`src/rtl/time_keeper_if.sv`:
```
// time_keeper_if: connection bundle between the time keeper and its
// neighbours (clock divider, debounced buttons, display mux).
//   tick_1hz  : one-cycle 1 Hz enable from the divider
//   btn_mode  : debounced mode button level
//   btn_up    : debounced increment button level
//   hour_bcd, min_bcd, sec_bcd : two-digit BCD time fields
//   mode      : 00 RUN, 01 SET_HOUR, 10 SET_MIN
//   day_wrap  : one-cycle pulse on the midnight rollover
//   alarm_hour, alarm_min, alarm_hit : present only when ALARM_EN is defined
// Modports: master = stimulus/consumer side, slave = time_keeper.
interface time_keeper_if;
  logic       tick_1hz;
  logic       btn_mode;
  logic       btn_up;
  logic [7:0] hour_bcd;
  logic [7:0] min_bcd;
  logic [7:0] sec_bcd;
  logic [1:0] mode;
  logic       day_wrap;
`ifdef ALARM_EN
  logic [7:0] alarm_hour;
  logic [7:0] alarm_min;
  logic       alarm_hit;
`endif

  modport master (
    output tick_1hz, btn_mode, btn_up,
`ifdef ALARM_EN
    output alarm_hour, alarm_min,
    input  alarm_hit,
`endif
    input  hour_bcd, min_bcd, sec_bcd, mode, day_wrap
  );

  modport slave (
    input  tick_1hz, btn_mode, btn_up,
`ifdef ALARM_EN
    input  alarm_hour, alarm_min,
    output alarm_hit,
`endif
    output hour_bcd, min_bcd, sec_bcd, mode, day_wrap
  );
endinterface

```
`src/rtl/time_keeper.sv`:
```
// time_keeper: 24 h (or HOUR_WRAP h) BCD time-of-day counter HH:MM:SS.
// Advances on the 1 Hz enable pulse in RUN mode; the mode button cycles
// RUN -> SET_HOUR -> SET_MIN -> RUN and the up button bumps the selected
// field while setting. All outputs are registered.
// Ports:
//   clk  : system clock
//   rst  : asynchronous active-high reset
//   bus  : time_keeper_if.slave (tick, buttons, BCD time, mode, day_wrap)
// Parameters: HOUR_WRAP (2..24), INIT_HOUR (< HOUR_WRAP, loaded at reset).
// Optional feature macro: ALARM_EN (alarm_hour/alarm_min inputs, alarm_hit).
module time_keeper #(
  parameter int HOUR_WRAP = 24,
  parameter int INIT_HOUR = 0
) (
  input logic          clk,
  input logic          rst,
  time_keeper_if.slave bus
);

  typedef enum logic [1:0] {
    RUN      = 2'b00,
    SET_HOUR = 2'b01,
    SET_MIN  = 2'b10
  } state_t;

  localparam logic [7:0] INIT_BCD  = {4'(INIT_HOUR / 10), 4'(INIT_HOUR % 10)};
  localparam logic [7:0] HOUR_LAST = {4'((HOUR_WRAP - 1) / 10), 4'((HOUR_WRAP - 1) % 10)};
  localparam logic [7:0] BCD_59    = 8'h59;

  state_t     state;
  logic [7:0] hour, min, sec;
  logic       day_wrap;
  logic       mode_q, up_q;
  logic       mode_press, up_press;

  logic [7:0] sec_nx, min_nx, hour_nx;
  logic       sec_carry, min_carry, wrap_nx;

  // Two-digit BCD increment that returns to 00 after 'last'.
  function automatic logic [7:0] bcd_inc(input logic [7:0] v, input logic [7:0] last);
    if (v == last)         return '0;
    if (v[3:0] == 4'd9)    return {v[7:4] + 4'd1, 4'd0};
    return {v[7:4], v[3:0] + 4'd1};
  endfunction

  assign mode_press = bus.btn_mode & ~mode_q;
  assign up_press   = bus.btn_up   & ~up_q;

  // Value the clock takes if a RUN-mode tick is applied this cycle.
  always_comb begin
    sec_nx    = bcd_inc(sec, BCD_59);
    sec_carry = (sec == BCD_59);
    min_carry = sec_carry && (min == BCD_59);
    min_nx    = sec_carry ? bcd_inc(min, BCD_59) : min;
    hour_nx   = min_carry ? bcd_inc(hour, HOUR_LAST) : hour;
    wrap_nx   = min_carry && (hour == HOUR_LAST);
  end

`ifdef ALARM_EN
  logic alarm_hit;
  logic alarm_match;
  assign alarm_match = (hour_nx == bus.alarm_hour) && (min_nx == bus.alarm_min) &&
                       (sec_nx == 8'h00);

  always_ff @(posedge clk or posedge rst) begin
    if (rst) alarm_hit <= 1'b0;
    else     alarm_hit <= (state == RUN) && bus.tick_1hz && alarm_match;
  end

  assign bus.alarm_hit = alarm_hit;
`endif

  always_ff @(posedge clk or posedge rst) begin
    if (rst) begin
      state    <= RUN;
      hour     <= INIT_BCD;
      min      <= '0;
      sec      <= '0;
      day_wrap <= 1'b0;
      mode_q   <= 1'b0;
      up_q     <= 1'b0;
    end else begin
      mode_q   <= bus.btn_mode;
      up_q     <= bus.btn_up;
      day_wrap <= 1'b0;
      case (state)
        RUN: begin
          // The tick still applies on the cycle that leaves RUN.
          if (bus.tick_1hz) begin
            sec      <= sec_nx;
            min      <= min_nx;
            hour     <= hour_nx;
            day_wrap <= wrap_nx;
          end
          if (mode_press) state <= SET_HOUR;
        end
        SET_HOUR: begin
          if (mode_press)    state <= SET_MIN;
          else if (up_press) hour  <= bcd_inc(hour, HOUR_LAST);
        end
        SET_MIN: begin
          if (mode_press) begin
            state <= RUN;
            sec   <= '0;
          end else if (up_press) begin
            min <= bcd_inc(min, BCD_59);
          end
        end
        default: state <= RUN;
      endcase
    end
  end

  assign bus.hour_bcd = hour;
  assign bus.min_bcd  = min;
  assign bus.sec_bcd  = sec;
  assign bus.mode     = state;
  assign bus.day_wrap = day_wrap;

endmodule
```
`src/flat_wrapper.sv`:
```
// flat-port wrapper written by rule: the top's interface ports become plain ports
module time_keeper_flat 
#(
  parameter int HOUR_WRAP = 24,
  parameter int INIT_HOUR = 0
)
  (clk, rst, bus_tick_1hz, bus_btn_mode, bus_btn_up, bus_hour_bcd, bus_min_bcd, bus_sec_bcd, bus_mode, bus_day_wrap);
  time_keeper_if bus_i ();
  input logic clk;
  input logic rst;
  input wire logic [$bits(bus_i.tick_1hz)-1:0] bus_tick_1hz;
  input wire logic [$bits(bus_i.btn_mode)-1:0] bus_btn_mode;
  input wire logic [$bits(bus_i.btn_up)-1:0] bus_btn_up;
  output wire logic [$bits(bus_i.hour_bcd)-1:0] bus_hour_bcd;
  output wire logic [$bits(bus_i.min_bcd)-1:0] bus_min_bcd;
  output wire logic [$bits(bus_i.sec_bcd)-1:0] bus_sec_bcd;
  output wire logic [$bits(bus_i.mode)-1:0] bus_mode;
  output wire logic [$bits(bus_i.day_wrap)-1:0] bus_day_wrap;
  assign bus_i.tick_1hz = bus_tick_1hz;
  assign bus_i.btn_mode = bus_btn_mode;
  assign bus_i.btn_up = bus_btn_up;
  assign bus_hour_bcd = bus_i.hour_bcd;
  assign bus_min_bcd = bus_i.min_bcd;
  assign bus_sec_bcd = bus_i.sec_bcd;
  assign bus_mode = bus_i.mode;
  assign bus_day_wrap = bus_i.day_wrap;
  time_keeper #(.HOUR_WRAP(HOUR_WRAP), .INIT_HOUR(INIT_HOUR)) u_core (.clk(clk), .rst(rst), .bus(bus_i));
endmodule
```
`config.mk`:
```
export PLATFORM = sky130hd
export DESIGN_NAME = time_keeper_flat
export DESIGN_NICKNAME = d
export VERILOG_FILES = /design/src/rtl/time_keeper_if.sv /design/src/rtl/time_keeper.sv /design/src/flat_wrapper.sv
export SDC_FILE = /design/constraint.sdc
export NUM_CORES = 1
export LEC_CHECK = 0
export ABC_AREA = 1
export CAP_MARGIN = 20
export CORE_MARGIN = 4
export CORE_UTILIZATION = 25
export DETAILED_ROUTE_END_ITERATION = 12
export GPL_TIMING_DRIVEN = 1
export PLACE_DENSITY = 0.41
export SLEW_MARGIN = 25
export SYNTH_ARGS = -nofsm -noshare
export SYNTH_HDL_FRONTEND = slang
export SYNTH_SLANG_ARGS = --single-unit
```
`constraint.sdc`:
```
create_clock -name clk -period 2.4 [get_ports clk]
set_clock_uncertainty 0.2 [all_clocks]
set_input_delay 0.48 -clock clk [delete_from_list [all_inputs] [get_ports clk]]
set_output_delay 0.48 -clock clk [all_outputs]
set_load 0.02 [all_outputs]
```
Yosys cells after proc, flatten, opt, wreduce, memory -nomap -nowiden
Index checks and enable logic that the tools add are counted.
{"block": "classes", "addsub": 6, "n_eq_ne": 23, "n_mux": 58, "n_bitwise": 4, "n_reduce_logical": 12}
{"cell": "8-bit 2-to-1 mux", "n": 26}
{"cell": "8-bit case mux with 2 select lines", "n": 3}
{"cell": "1-bit 2-to-1 mux", "n": 25}
{"cell": "4-bit by 1-bit adder with 4-bit output, second input constant", "n": 6}
{"cell": "8-bit by 7-bit == test with 1-bit output, second input constant", "n": 2}
{"cell": "3-bit by 1-bit inequality test with 1-bit output, second input constant", "n": 5}
{"cell": "2-bit by 1-bit inequality test with 1-bit output, second input constant", "n": 7}
{"cell": "7-bit AND reduction", "n": 2}
{"cell": "4-bit == test, second input constant", "n": 3}
{"cell": "5-bit AND reduction", "n": 2}
{"cell": "8-bit by 6-bit == test with 1-bit output, second input constant", "n": 1}
{"cell": "2-bit 2-to-1 mux", "n": 3}
{"cell": "2-bit inequality test, second input constant", "n": 3}
{"cell": "2-bit case mux with 3 select lines", "n": 1}
{"cell": "3-bit AND reduction", "n": 2}
{"cell": "4-bit AND reduction", "n": 1}
{"cell": "2-bit nonzero test", "n": 2}
{"cell": "1-bit AND", "n": 2}
{"cell": "2-bit by 1-bit == test with 1-bit output, second input constant", "n": 1}
{"cell": "2-bit == test, second input constant", "n": 1}
{"cell": "1-bit logical AND", "n": 2}
{"cell": "2-bit logical NOT", "n": 1}
{"cell": "1-bit inverter", "n": 2}
{"block": "totals", "register_bits": 29, "in_bits": 5}

Logic depth before layout (Yosys ltp)
Gate-level depths: netlist of run 1.
{"block": "logic_depth", "depth_word": 14, "mapped_depth": 10}

Worst setup path before layout of run 1
OpenSTA, ideal clock, no wires.
{"block": "synth_path", "path_kind": "reg-to-reg", "from": "reg u_core.sec[0], in the netlist u_core.bus.sec_bcd[0]", "to": "reg u_core.hour[3], in the netlist u_core.bus.hour_bcd[3]", "setup_time_ps": 118, "t_arrival_ps": 1353, "required_time_ps": 2082, "path_slack_ps": 729, "path_stages_with_launch": 9, "path_buffers": 0, "cell_sequence": "dfrtp_1 > ha_1 > nand3_1 > nor2_1 > nand2_1 > nand2_2 > nand2_4 > nand2_1 > o21ai_2"}
{"block": "synth_between", "elab_chain_len": 4}
{"item": "start: declaration", "line": "time_keeper.sv:31", "source": "logic [7:0] hour, min, sec;"}
{"item": "start signal: assignment", "line": "time_keeper.sv:90", "source": "sec <= sec_nx;"}
{"item": "8-bit by 7-bit == test with 1-bit output", "line": "time_keeper.sv:52", "source": "sec_carry = (sec == BCD_59);"}
{"item": "1-bit logical AND", "line": "time_keeper.sv:53", "source": "min_carry = sec_carry && (min == BCD_59);"}
{"item": "2-bit by 1-bit inequality test with 1-bit output (no source line)"}
{"item": "5-bit AND reduction (no source line)"}
{"item": "end signal: assignment", "line": "time_keeper.sv:92", "source": "hour <= hour_nx;"}
{"item": "end signal: assignment", "line": "time_keeper.sv:99", "source": "else if (up_press) hour <= bcd_inc(hour, HOUR_LAST);"}
{"item": "end: declaration", "line": "time_keeper.sv:31"}
Every way passes these cells.
A chain may end at the register's enable or synchronous reset.

Worst setup path in the final report of run 1
{"block": "layout_path", "from": "reg u_core.state[0], in the netlist u_core.bus.mode[0]", "to": "out bus_mode[0]"}
{"item": "start: declaration", "line": "time_keeper.sv:30", "source": "state_t state;"}
{"item": "start signal: assignment", "line": "time_keeper.sv:75", "source": "state <= RUN;"}
{"item": "start signal: assignment", "line": "time_keeper.sv:95", "source": "if (mode_press) state <= SET_HOUR;"}
{"item": "start signal: assignment", "line": "time_keeper.sv:98", "source": "if (mode_press) state <= SET_MIN;"}
{"item": "end: declaration", "line": "flat_wrapper.sv:17", "source": "output wire logic [$bits(bus_i.mode)-1:0] bus_mode;"}
No word-level cell between the ends.

==> results of run 1 <==
## where the power goes
part           total, uW  switching (uW)  internal [uW]
registers            813             193            620
clock network        410             183            227
logic               1120             659            463
total               2350            1030           1310
## cell usage in the layout, fill, tap and decap left out, types with 2 or more instances in the layout
cell | netlist | layout
a21oi_1 | 2 | 2
clkbuf_8 | 0 | 6
clkdlybuf4s50_1 | 0 | 31
dfrtp_1 | 29 | 29
ha_1 | 12 | 12
inv_1 | 23 | 23
inv_2 | 3 | 3
nand2_1 | 55 | 55
nand2_2 | 4 | 4
nand2_4 | 4 | 4
nand3_1 | 15 | 15
nand3_2 | 2 | 2
nand3b_1 | 2 | 2
nand4_1 | 7 | 7
nor2_1 | 24 | 24
nor2_4 | 2 | 2
nor3_1 | 2 | 2
o21ai_0 | 6 | 6
o21ai_1 | 6 | 6
o21ai_2 | 2 | 2
xnor2_1 | 3 | 3
xor2_1 | 6 | 6
## stage by stage
stage	cell area, sq um	hold WS, ns	total power, uW
final	2280	0.330	2350
after global routing	2280	0.353	2540
after CTS	2280	0.330	2380
after global placement	2190	0.313	1980
after floorplan	1750	0.311	1530
after detailed placement	2190	0.313	1960
## cell type report
type	instances	area, sq um	area share (%)
inverters	26	97.6	4.29
multi-input cells	159	928	40.8
repair buffers	32	318	14.0
clock buffers	7	86.3	3.79
well taps	96	120	5.28
flip-flops and latches	29	726	31.9
## state kept, by name (all words and copies together), names as in the netlist
register and flops:
u_core.bus.hour_bcd 8, u_core.bus.min_bcd 8, u_core.up_q 1, u_core.mode_q 1, u_core.bus.sec_bcd 8, u_core.bus.day_wrap 1
u_core.bus.mode 2
## cells by family after synthesis
kind of cell             after synthesis  synth area share (%)
flip-flops                            29                  41.4
AO/OA/AOI/OAI                         18                  6.36
buffers and inverters                 26                  5.57
adder cells (fa/ha/maj)               12                  8.57
XOR/XNOR                               9                  4.50
AND/OR/NAND/NOR                      120                  33.6
## layer usage
layer,vias to the layer above,wire length (um)
li1,761,-
met1,634,2060
met2,26,1680
met3,2,162
met4,0,32
met5,-,0
## worst max-delay path by stage
stage                                  end  depth (start not counted)
global placement    u_core.bus.hour_bcd[6]                          8
detailed placement  u_core.bus.hour_bcd[6]                          8
global route                   bus_mode[0]                          1
floorplan           u_core.bus.hour_bcd[3]                          8
finish                         bus_mode[0]                          1
CTS                            bus_mode[0]                          1
==> results.md, run 1 <==
* Status: completed
* CP delay by family, top: buffers and inverters
* Hold path start: u_core.bus.min_bcd[7]
* Worst Hold Depth at 2
* Most frequent cell after synthesis: nand2_1
* Met1 Use GR at 13.3%
* Post-CTS Setup Inserts at 0
* Slowest cell delay on critical path at 0.66 ns
* Peak supply drop at 0.364 mV
* CP required at 1.72 ns
* Final Setup Violations at 0
* DRC violations left at 0
* DIE HEIGHT at 91.7 um
* Syn_nets at 231
* Starting Density at 25.8%
* FILL cells at 722
* CTS Hold Buffers Added at 0
* Pin count of the biggest net entering global routing at 30
* Clock latency on the worst-skew pair at 0.28 ns
* Synth top area cells: dfrtp_1 41%, nand2_1 12%, ha_1 8.6%
* Vias at 1423
* Post-synth top area cell: dfrtp_1
* Mean post-synth cell area at 8.19 sq um
* Die X-Extent at 91.7 um
* Final Worst Setup Slack at 0.292 ns
* Clk pin slew, worst setup/hold paths at 0.06 ns
* RSZ-0062 raised after global routing: no
* DPL Wire Length at 2900 um
* Final hold violation count at 0
* Slew margin rel. at 74.0%
* R2r startpoint: u_core.bus.sec_bcd[5]
* Post-CTS Resized at 0
* Synth Flop Type: dfrtp_1
* Max Cap Viol at 0
* F_max at 0.474 GHz
* Vias in the first global route at 1427
* Number of cells on the worst reg-to-reg path at 9
* DR iter-0 viols at 32
* Unique masters post-synth at 25
* P per Cell Area at 1030 nW/um^2
* Antenna Nets Post-Route at 0
* H-tree depth at 2
* CTS tree: built
* Die ar. at 8410 sq um
* Crit path time final at 2.11 ns
* Pleak at 0.00106 uW
* CTS Sinks at 29
* Num ports at 32
* Yosys top cell area share at 41.4%
* Overflow after GRT at 0
* Yosys warnings at 0
* Max FO, Critical Path at 4
* Final cell count without fillers at 349
* Period utilization at 87.8%
* Crit path kind: flip-flop to primary output
* DRT Wirelength at 3940 um
* Floorplan Core Area at 6790 sq um
* Asr flop ratio synth at 100%
* Fin nets at 270
* WP buf/inv at 1
* First-pass GRT wire length at 6620 um
* Reg-to-reg endpoint: u_core.bus.hour_bcd[6]
* Post-Synthesis Cells at 214
* Worst path slowest cell: clkdlybuf4s50_1
* Reg-to-reg setup timing slack at 0.59 ns
* Global Route met2 Usage at 14.6%
* Total Neg Setup Slack at 0 ns
* Worst EP arrival at 1.43 ns
* Root Buffer: clkbuf_8
* Setup WS pre-CTS at 0.266 ns
* Layout cell share with drive strength beyond 1 at 10.7%
* Slew @ Worst Pin at 0.390 ns
* Crit. End Element: primary output
* Worst-path cell chain: clkdlybuf4s50_1
* Synth-to-layout area growth at 29.9%
* Number of enable flip-flop cells after synthesis at 0
* Antenna violations before repair at 0
* CTS max path bufs at 2
* Ant. Diodes at 0
* Cell Area, Synth at 1750 sq um
* GP Congestion at 0.738
* Crit path from: u_core.bus.mode[0]
* Wirelength per Cell at 11.3 um
* Total Routing Usage GR at 9.74%
* Met3 Resource Use GR at 3.12%
* Num CTS Buffers at 5
* Top cells by count, synth: 55 x nand2_1, 29 x dfrtp_1, 24 x nor2_1, 23 x inv_1, 15 x nand3_1
* IO buf count at 31
* Cell total after placement at 342
* Routed vias/inst at 4.08
* Flops & latches, synth at 29
* DRT Pass-1 Iters at 4
* GRT busiest layer: met2
* Sequential cell area fraction in the yosys report at 41.4%
* Hold Crit Class: flip-flop to flip-flop
* Row count at 30
* Hold endpoint: u_core.bus.min_bcd[7]
* Slew Limit Fails at 0
* CP startpoint kind: flip-flop
* Fin util at 33.5%
(Power assumes the default switching activity.)
==> run 2, diff against run 1 <==
--- a/config.mk
+++ b/config.mk
@@ -9,9 +9,11 @@
 export CAP_MARGIN = 20
 export CORE_MARGIN = 4
 export CORE_UTILIZATION = 25
+export CTS_CLUSTER_SIZE = 30
 export DETAILED_ROUTE_END_ITERATION = 12
 export GPL_TIMING_DRIVEN = 1
 export PLACE_DENSITY = 0.41
+export SETUP_SLACK_MARGIN = 0.3
 export SLEW_MARGIN = 25
 export SYNTH_ARGS = -nofsm -noshare
 export SYNTH_HDL_FRONTEND = slang
==> run 2 against run 1 <==
Against the previous run: wire length hardly changed; critical path type unchanged; cell count unchanged; critical endpoint is now bus_hour_bcd[6]; global-route usage stayed put; fmax grew 2.9%; sequential share of layout area is 0.16 points lower; setup slack improved by 0.060 ns; sequential power barely moved; critical path depth unchanged; via count did not move; power down 0.50%; register-to-register slack is essentially flat.
==> results.md, run 2 (synthesis results as in run 1) <==
* CTS Sinks at 29 (unchanged)
* Reg-to-reg setup timing slack at 0.60 ns (was 0.59 ns)
* R2r startpoint: u_core.bus.sec_bcd[5] (unchanged)
* Period utilization at 85.3% (was 87.8%)
* Starting Density at 25.8% (unchanged)
* Clk pin slew, worst setup/hold paths at 0.06 ns (about the same)
* RSZ-0062 raised after global routing: no (unchanged)
* Worst-path cell chain: clkdlybuf4s50_1 (unchanged)
* Floorplan Core Area at 6790 sq um (unchanged)
* CP required at 1.72 ns (about the same)
* Slowest cell delay on critical path at 0.64 ns (was 0.66 ns)
* Worst EP arrival at 1.37 ns (was 1.43 ns)
* WP buf/inv at 1 (unchanged)
* Setup WS pre-CTS at 0.266 ns (unchanged)
* DRC violations left at 0 (unchanged)
* Die ar. at 8410 sq um (unchanged)
* F_max at 0.488 GHz (was 0.474 GHz)
* Final hold violation count at 0 (unchanged)
* Num ports at 32 (unchanged)
* Crit. End Element: primary output (unchanged)
* Worst Setup EP: bus_hour_bcd[6] (was bus_mode[0])
* Final hold slack at 0.330 ns (about the same)
* Post-CTS Setup Inserts at 0 (unchanged)
* P per Cell Area at 1020 nW/um^2 (was 1030 nW/um^2)
* DRT Wirelength at 3940 um (about the same)
* CP delay by family, top: buffers and inverters (unchanged)
* Number of cells on the worst reg-to-reg path at 9 (unchanged)
* Num CTS Buffers at 5 (unchanged)
* Max FO, Critical Path at 6 (was 4)
* Antenna violations before repair at 0 (unchanged)
* Crit path kind: flip-flop to primary output (unchanged)
* CP startpoint kind: flip-flop (unchanged)
* Total Routing Usage GR at 9.74% (unchanged)
* Wirelength per Cell at 11.3 um (about the same)
* Total Neg Setup Slack at 0 ns (unchanged)
* Crit path from: u_core.bus.hour_bcd[6] (was u_core.bus.mode[0])
* Overflow after GRT at 0 (unchanged)
* Vias in the first global route at 1427 (unchanged)
* Final Worst Setup Slack at 0.352 ns (was 0.292 ns)
* Vias at 1423 (unchanged)
* Pwr Total at 2330 uW (was 2350 uW)
* Pin count of the biggest net entering global routing at 30 (unchanged)
* DR iter-0 viols at 36 (was 32)
* Antenna Nets Post-Route at 0 (unchanged)
* Routed vias/inst at 4.08 (unchanged)
* Peak supply drop at 0.365 mV (was 0.364 mV)
* Layout cell share with drive strength beyond 1 at 10.7% (unchanged)
* Status: completed (unchanged)
* Most common cell after layout, fill and taps aside: nand2_1 (unchanged)
* Most frequent cells in the layout: 55 x nand2_1, 29 x dfrtp_1, 25 x clkdlybuf4s50_1, 24 x nor2_1, 23 x inv_1 (was 55 x nand2_1, 31 x clkdlybuf4s50_1, 29 x dfrtp_1, 24 x nor2_1, 23 x inv_1)
* WP depth at 1 (unchanged)
* CTS max path bufs at 2 (unchanged)
* H-tree depth at 2 (unchanged)
* Slew margin rel. at 74.0% (about the same)
* Slew Limit Fails at 0 (unchanged)
* Hold Crit Class: flip-flop to flip-flop (unchanged)
* Die X-Extent at 91.7 um (unchanged)
* Clock latency on the worst-skew pair at 0.28 ns (about the same)
* Fin nets at 270 (unchanged)
* DRT Pass-1 Iters at 4 (unchanged)
* Synth-to-layout area growth at 30.6% (was 29.9%)
* Max Cap Viol at 0 (unchanged)
* Row count at 30 (unchanged)
* Fin util at 33.7% (was 33.5%)
* Pleak at 0.00114 uW (was 0.00106 uW)
* DIE HEIGHT at 91.7 um (unchanged)
* Slew @ Worst Pin at 0.391 ns (was 0.390 ns)
* Worst path slowest cell: clkdlybuf4s50_1 (unchanged)
* Ant. Diodes at 0 (unchanged)
* Final Setup Violations at 0 (unchanged)
* Reg-to-reg endpoint: u_core.bus.hour_bcd[6] (unchanged)
* CTS tree: built (unchanged)
* First-pass GRT wire length at 6620 um (unchanged)
* GP Congestion at 0.738 (unchanged)
* Root Buffer: clkbuf_8 (unchanged)
* Crit path time final at 2.05 ns (was 2.11 ns)
* DPL Wire Length at 2900 um (unchanged)
* IO buf count at 31 (unchanged)
==> run 2: through the flow <==
step,cell area (sq um),cells
global placement,2190,342
CTS,2270,349
floorplan,1750,214
global route,2290,349
finish,2290,349
detailed placement,2190,342
==> run 2: worst min path at each step <==
stage / from / endpoint / slack, ns / cells after the start
3_5_place_dp: u_core.bus.min_bcd[7] / u_core.bus.min_bcd[7] / 0.31 / 2
5_1_grt: u_core.bus.min_bcd[7] / u_core.bus.min_bcd[7] / 0.35 / 2
3_3_place_gp: u_core.bus.min_bcd[7] / u_core.bus.min_bcd[7] / 0.31 / 2
2_1_floorplan: bus_btn_mode / u_core.mode_q / 0.31 / 0
6_report: u_core.bus.min_bcd[7] / u_core.bus.min_bcd[7] / 0.33 / 2
4_1_cts: u_core.bus.min_bcd[7] / u_core.bus.min_bcd[7] / 0.33 / 2
==> run 2: repair_timing <==
| action | 4_1_cts | 5_1_grt |
|---|---|---|
| endpoints found under the setup margin | 1 | 5 |
| cloned | 0 | 0 |
| hold buffers | 0 | 0 |
| resized for setup | 1 | 5 |
==> run 2: layout make-up <==
type | instances | area, sq um
Clock buffer | 7 | 86.3
Fill cell | 728 | 4510
Inverter | 26 | 97.6
Multi-Input combinational cell | 159 | 928
Sequential cell | 29 | 726
Tap cell | 96 | 120
Timing Repair Buffer | 32 | 329
==> run 2: report_power, final <==
part	internal [uW]	switching [uW]	total [uW]	leakage [uW]
clock	227	183	410	0.0000443
sequential	620	192	812	0.000380
combinational	453	659	1110	0.000714
==> run 2: layer usage <==
layer  vias to the layer above  share of wire (%)  GRT usage (%)
met2                        24                 43           14.6
met4                         0               0.81           2.97
li1                        762                  -              -
met1                       635                 52           13.3
met5                         -                  0              0
met3                         2                3.8           3.12
==> run 3, diff against run 2 <==
--- a/config.mk
+++ b/config.mk
@@ -7,7 +7,8 @@
 export LEC_CHECK = 0
 export ABC_AREA = 1
 export CAP_MARGIN = 20
-export CORE_MARGIN = 4
+export CORE_ASPECT_RATIO = 2
+export CORE_MARGIN = 2
 export CORE_UTILIZATION = 25
 export CTS_CLUSTER_SIZE = 30
 export DETAILED_ROUTE_END_ITERATION = 12
@@ -18,3 +19,4 @@
 export SYNTH_ARGS = -nofsm -noshare
 export SYNTH_HDL_FRONTEND = slang
 export SYNTH_SLANG_ARGS = --single-unit
+export TNS_END_PERCENT = 1
==> run 3 against run 2 <==
Against the previous run: setup slack gained 0.0033 ns; core utilization grew 0.33 points; count of clock-buffer cells in the layout is the same; critical path depth is the same; register-to-register slack is essentially flat; clock power grew 60%; combinational power is essentially flat; sequential power is essentially flat; largest cell class unchanged; critical endpoint is now bus_hour_bcd[2]; global-route usage grew 2.5 points; fmax grew 0.16%; cell count shrank 1.4%.
==> results.md, run 3 (synthesis results as in run 1) <==
* RSZ-0062 raised after global routing: yes (was no)
* Post-CTS Setup Inserts at 0 (unchanged)
* Sw Ratio at 41.5% (was 44.3%)
* Reg-to-reg setup timing slack at 0.60 ns (about the same)
* Reg-to-reg endpoint: u_core.bus.hour_bcd[4] (was u_core.bus.hour_bcd[6])
* Die ar. at 7730 sq um (was 8410 sq um)
* CP required at 1.72 ns (about the same)
* Period utilization at 85.2% (was 85.3%)
* Slew margin rel. at 73.8% (was 74.0%)
* Clk pin slew, worst setup/hold paths at 0.06 ns (about the same)
* DPL Wire Length at 3260 um (was 2900 um)
* Status: completed (unchanged)
* Crit path from: u_core.bus.hour_bcd[2] (was u_core.bus.hour_bcd[6])
* CTS Hold Buffers Added at 0 (unchanged)
* Overflow after GRT at 0 (unchanged)
* Post-CTS Resized at 1 (unchanged)
* R2r startpoint: u_core.bus.min_bcd[4] (was u_core.bus.sec_bcd[5])
* IO buf count at 31 (unchanged)
* Pin count of the biggest net entering global routing at 30 (unchanged)
* GP Congestion at 0.729 (was 0.738)
* F_max at 0.489 GHz (was 0.488 GHz)
* CP startpoint kind: flip-flop (unchanged)
* Num ports at 32 (unchanged)
* Max FO, Critical Path at 6 (unchanged)
* Number of cells on the worst reg-to-reg path at 8 (was 9)
* Post-route design area at 2340 sq um (was 2290 sq um)
* Most common cell after layout, fill and taps aside: nand2_1 (unchanged)
* Most frequent cells in the layout: 55 x nand2_1, 29 x clkdlybuf4s50_1, 29 x dfrtp_1, 24 x nor2_1, 23 x inv_1 (was 55 x nand2_1, 29 x dfrtp_1, 25 x clkdlybuf4s50_1, 24 x nor2_1, 23 x inv_1)
* Max Cap Viol at 0 (unchanged)
* Starting Density at 25.4% (was 25.8%)
* Vias at 1474 (was 1423)
* H-tree depth at 2 (unchanged)
* Setup WS pre-CTS at 0.208 ns (was 0.266 ns)
* Num CTS Buffers at 5 (unchanged)
* Antenna Nets Post-Route at 0 (unchanged)
* Worst EP arrival at 1.36 ns (was 1.37 ns)
* Worst path slowest cell: clkdlybuf4s50_1 (unchanged)
* DRT Wirelength at 4210 um (was 3940 um)
* Fin nets at 270 (unchanged)
* Clock latency on the worst-skew pair at 0.27 ns (was 0.28 ns)
* Final Worst Setup Slack at 0.356 ns (was 0.352 ns)
* CP delay by family, top: buffers and inverters (unchanged)
* Crit path time final at 2.04 ns (was 2.05 ns)
* CTS Sinks at 29 (unchanged)
* Worst-path cell chain: clkdlybuf4s50_1 (unchanged)
* Row count at 43 (was 30)
* WP buf/inv at 1 (unchanged)
* Pleak at 0.00112 uW (was 0.00114 uW)
* DIE HEIGHT at 122 um (was 91.7 um)
* Crit path kind: flip-flop to primary output (unchanged)
* Wirelength per Cell at 12.2 um (was 11.3 um)
* WP depth at 1 (unchanged)
* Root Buffer: clkbuf_16 (was clkbuf_8)
* Worst Setup EP: bus_hour_bcd[2] (was bus_hour_bcd[6])
* Clock Power Share at 25.3% (was 17.6%)
* First-pass GRT wire length at 7240 um (was 6620 um)
* Int Pwr at 1520 uW (was 1300 uW)
* Final Setup Violations at 0 (unchanged)
* Floorplan Core Area at 6890 sq um (was 6790 sq um)
* Crit. End Element: primary output (unchanged)
* DRT Pass-1 Iters at 2 (was 4)
* Total Routing Usage GR at 12.2% (was 9.74%)
* Slew @ Worst Pin at 0.394 ns (was 0.391 ns)
* Cell Area, Placed at 2180 sq um (was 2190 sq um)
* Synth-to-layout area growth at 33.6% (was 30.6%)
* CTS tree: built (unchanged)
* Antenna violations before repair at 0 (unchanged)
* Slew Limit Fails at 0 (unchanged)
* Die X-Extent at 63.2 um (was 91.7 um)
* Logic pwr share at 43.3% (was 47.6%)
* P per Cell Area at 1110 nW/um^2 (was 1020 nW/um^2)
* Layout cell share with drive strength beyond 1 at 11.4% (was 10.7%)
* Final hold violation count at 0 (unchanged)
* Routed vias/inst at 4.28 (was 4.08)
* DR iter-0 viols at 28 (was 36)
* Total Neg Setup Slack at 0 ns (unchanged)
* CTS max path bufs at 2 (unchanged)
* Worst Hold Depth at 2 (unchanged)
* Switching power of the nets at 1080 uW (was 1030 uW)
* Ant. Diodes at 0 (unchanged)
* Flop pwr share at 31.3% (was 34.8%)
* Pwr Total at 2600 uW (was 2330 uW)
* Hold Crit Class: flip-flop to flip-flop (unchanged)
* Peak supply drop at 0.365 mV (about the same)
* Vias in the first global route at 1526 (was 1427)
* DRC violations left at 0 (unchanged)
* Slowest cell delay on critical path at 0.64 ns (about the same)
* Final hold slack at 0.342 ns (was 0.330 ns)
==> run 3: changes by cell type in the layout (fill, tap and decap cells not counted), sizes merged <==
cell | before | now
clkdlybuf4s50 | 25 | 29
clkinv | 0 | 1
dlymetal6s2s | 5 | 1
==> run 3: routing by layer <==
metal	track usage, %	wire [um]	up-vias
met3	2.11	81	6
met1	12.0	1520	680
li1	-	-	767
met5	0	0	-
met4	6.66	103	0
met2	23.7	2510	21
==> run 3: power by group through the flow <==
stage / sequential [uW] / clock [uW] / combinational (uW)
2_1_floorplan: 938 / 0 / 594
3_3_place_gp: 828 / 0 / 1150
5_1_grt: 847 / 706 / 1260
6_report: 813 / 657 / 1120
3_5_place_dp: 830 / 0 / 1150
4_1_cts: 822 / 677 / 1150
==> run 3: cell type report <==
class	instances	area, sq um
clock buffer	7	153
clock inverter	1	5.00
fill	771	4550
inverter	26	97.6
multi-input combinational	159	928
sequential	29	726
tap	90	113
timing repair buffer	32	319
==> run 3: how the worst min path moves through the flow <==
stage | from | slack (ns) | endpoint
after floorplan | bus_btn_mode | 0.31 | u_core.mode_q
after global routing | u_core.bus.hour_bcd[7] | 0.42 | u_core.bus.hour_bcd[7]
after global placement | u_core.bus.min_bcd[7] | 0.32 | u_core.bus.min_bcd[7]
after CTS | u_core.bus.min_bcd[7] | 0.35 | u_core.bus.min_bcd[7]
after detailed placement | u_core.bus.min_bcd[7] | 0.34 | u_core.bus.min_bcd[7]
final | u_core.bus.min_bcd[7] | 0.34 | u_core.bus.min_bcd[7]
==> run 3: per-stage QoR <==
stage,util [%],cells
floorplan,-,214
global placement,31.7,336
detailed placement,31.7,336
CTS,34.0,344
global route,34.0,344
finish,34.0,344
==> RTL edit (flow settings as in run 3) <==
`HOUR_WRAP` is set to 24 in 2 places; all go to 12. Comments in the files are not updated.
--- a/src/rtl/time_keeper.sv
+++ b/src/rtl/time_keeper.sv
@@ -10,5 +10,5 @@
 // Optional feature macro: ALARM_EN (alarm_hour/alarm_min inputs, alarm_hit).
 module time_keeper #(
-  parameter int HOUR_WRAP = 24,
+  parameter int HOUR_WRAP = 12,
   parameter int INIT_HOUR = 0
 ) (
--- a/src/flat_wrapper.sv
+++ b/src/flat_wrapper.sv
@@ -2,5 +2,5 @@
 module time_keeper_flat 
 #(
-  parameter int HOUR_WRAP = 24,
+  parameter int HOUR_WRAP = 12,
   parameter int INIT_HOUR = 0
 )
Check against the original RTL: no difference found for any inputs over 10 cycles, from zero or initial values and one cycle with rst high; that may be too few to reach the edited logic, so the function may still have changed.
==> RTL edit against run 3 <==
  * Setup slack got worse by 0.023 ns
  * Total power fell by 3.0%
  * Wire length fell by 9.6%
  * Area after synthesis fell by 0.71%
  * Critical path depth did not move
  * Sequential cell count did not move
  * First-iteration DRC count rose by 96%
  * Design area fell by 1.3%
  * Critical endpoint is now bus_hour_bcd[4]
  * Largest power group unchanged
  * Highest routed layer unchanged
==> RTL edit: results (changes against run 3) <==
| Metric | Value |
|---|---|
| Iteration-0 DRC Markers | 55 (+96%) |
| Finished Layout Cells | 342 (-0.58%) |
| Crit path launch | u_core.bus.hour_bcd[4]$_DFFE_PP0P_ |
| Number of detailed-routing iterations run before antenna repair | 4 (+2) |
| DP Wirelength | 2750 um (-16%) |
| Synth top area share | 41.7% (+0.30 points) |
| Min-delay src | u_core.bus.min_bcd[7]$_DFFE_PP0P_ |
| Post-route minimum period | 2.07 ns (+0.0228 ns) |
| Share of post-route cells with drive strength above 1 | 11.9% (+0.49 points) |
| Synthesized Nets | 229 (-0.87%) |
| Nets | 268 (-0.74%) |
| Data arrival, critical path | 1.39 ns (+0.03 ns) |
| Crit path max-delay family | buffers and inverters |
| Post-Route WL | 3810 um (-9.6%) |
| RD Place Congestion | 0.764 (+4.8%) |
| Pre-CTS WS | 0.304 ns (+0.0961 ns) |
| Number of global-route vias before repair | 1391 (-8.8%) |
| Register area share after synthesis | 41.7% (+0.30 points) |
| Status | finished, final reports clean |
| First-pass GRT wire length | 6420 um (-11%) |
| Placed cell count | 334 (-0.60%) |
| VDD IR max | 620 uV (+70%) |
| Largest cells by area after synthesis | dfrtp_1 (42%), nand2_1 (11%), ha_1 (8.6%) |
| CP Max Fanout | 7 (+1) |
| Total track usage | 10.8% (-1.4 points) |
| R2r startpoint | u_core.bus.hour_bcd[5]$_DFFE_PP0P_ |
| Leak pwr | 1.09 nW (-2.5%) |
[RTL edit: changes by cell type in the layout (fill, tap and decap cells not counted), sizes merged]
cell,run 3,this run
clkbuf,7,6
clkinv,1,2
inv,26,25
nand2,63,61
nand3,18,16
o21ai,15,19
o31ai,1,0
xnor2,3,2
xor2,6,7
[RTL edit: worst paths after layout]
check / endpoint
max: bus_hour_bcd[4]
min: u_core.bus.min_bcd[7]$_DFFE_PP0P_
max reg2reg: u_core.bus.hour_bcd[6]$_DFFE_PP0P_
min reg2reg: u_core.bus.min_bcd[7]$_DFFE_PP0P_
max in group asynchronous: u_core.bus.day_wrap$_DFF_PP0_
min in group asynchronous: u_core.bus.min_bcd[5]$_DFFE_PP0P_
[RTL edit: power by group]
group	switching, mW	internal, mW	total [mW]
Combinational	0.645	0.463	1.11
Clock	0.220	0.380	0.600
Sequential	0.188	0.623	0.811
[RTL edit: worst min-delay path: stages (launching register included)]
cell and delay (ns):
dfrtp_1 0.36, nand2_1 0.06, o21ai_1 0.06
[RTL edit: area by class of cell]
cell class	instances	area, um^2
Fill cell	766	4520
Clock buffer	6	129
Tap cell	90	113
Sequential cell	29	726
Timing Repair Buffer	32	319
Inverter	25	93.8
Multi-Input combinational cell	158	920
Clock inverter	2	10.0
[RTL edit: logic make-up after synthesis]
kind of cell,count (synthesis),synth area share (%)
AND/OR/NAND/NOR,116,32.8
adder cells (fa/ha/maj),12,8.63
AO/OA/AOI/OAI,21,6.91
XOR/XNOR,9,4.53
flip-flops,29,41.7
buffers and inverters,25,5.40
[RTL edit: metal layers]
layer | vias to the layer above | wire [um] | track usage, %
li1 | 762 | - | -
met1 | 647 | 1670 | 12.6
met2 | 28 | 1890 | 18.0
met3 | 6 | 156 | 2.95
met4 | 0 | 86 | 5.42
met5 | - | 0 | 0
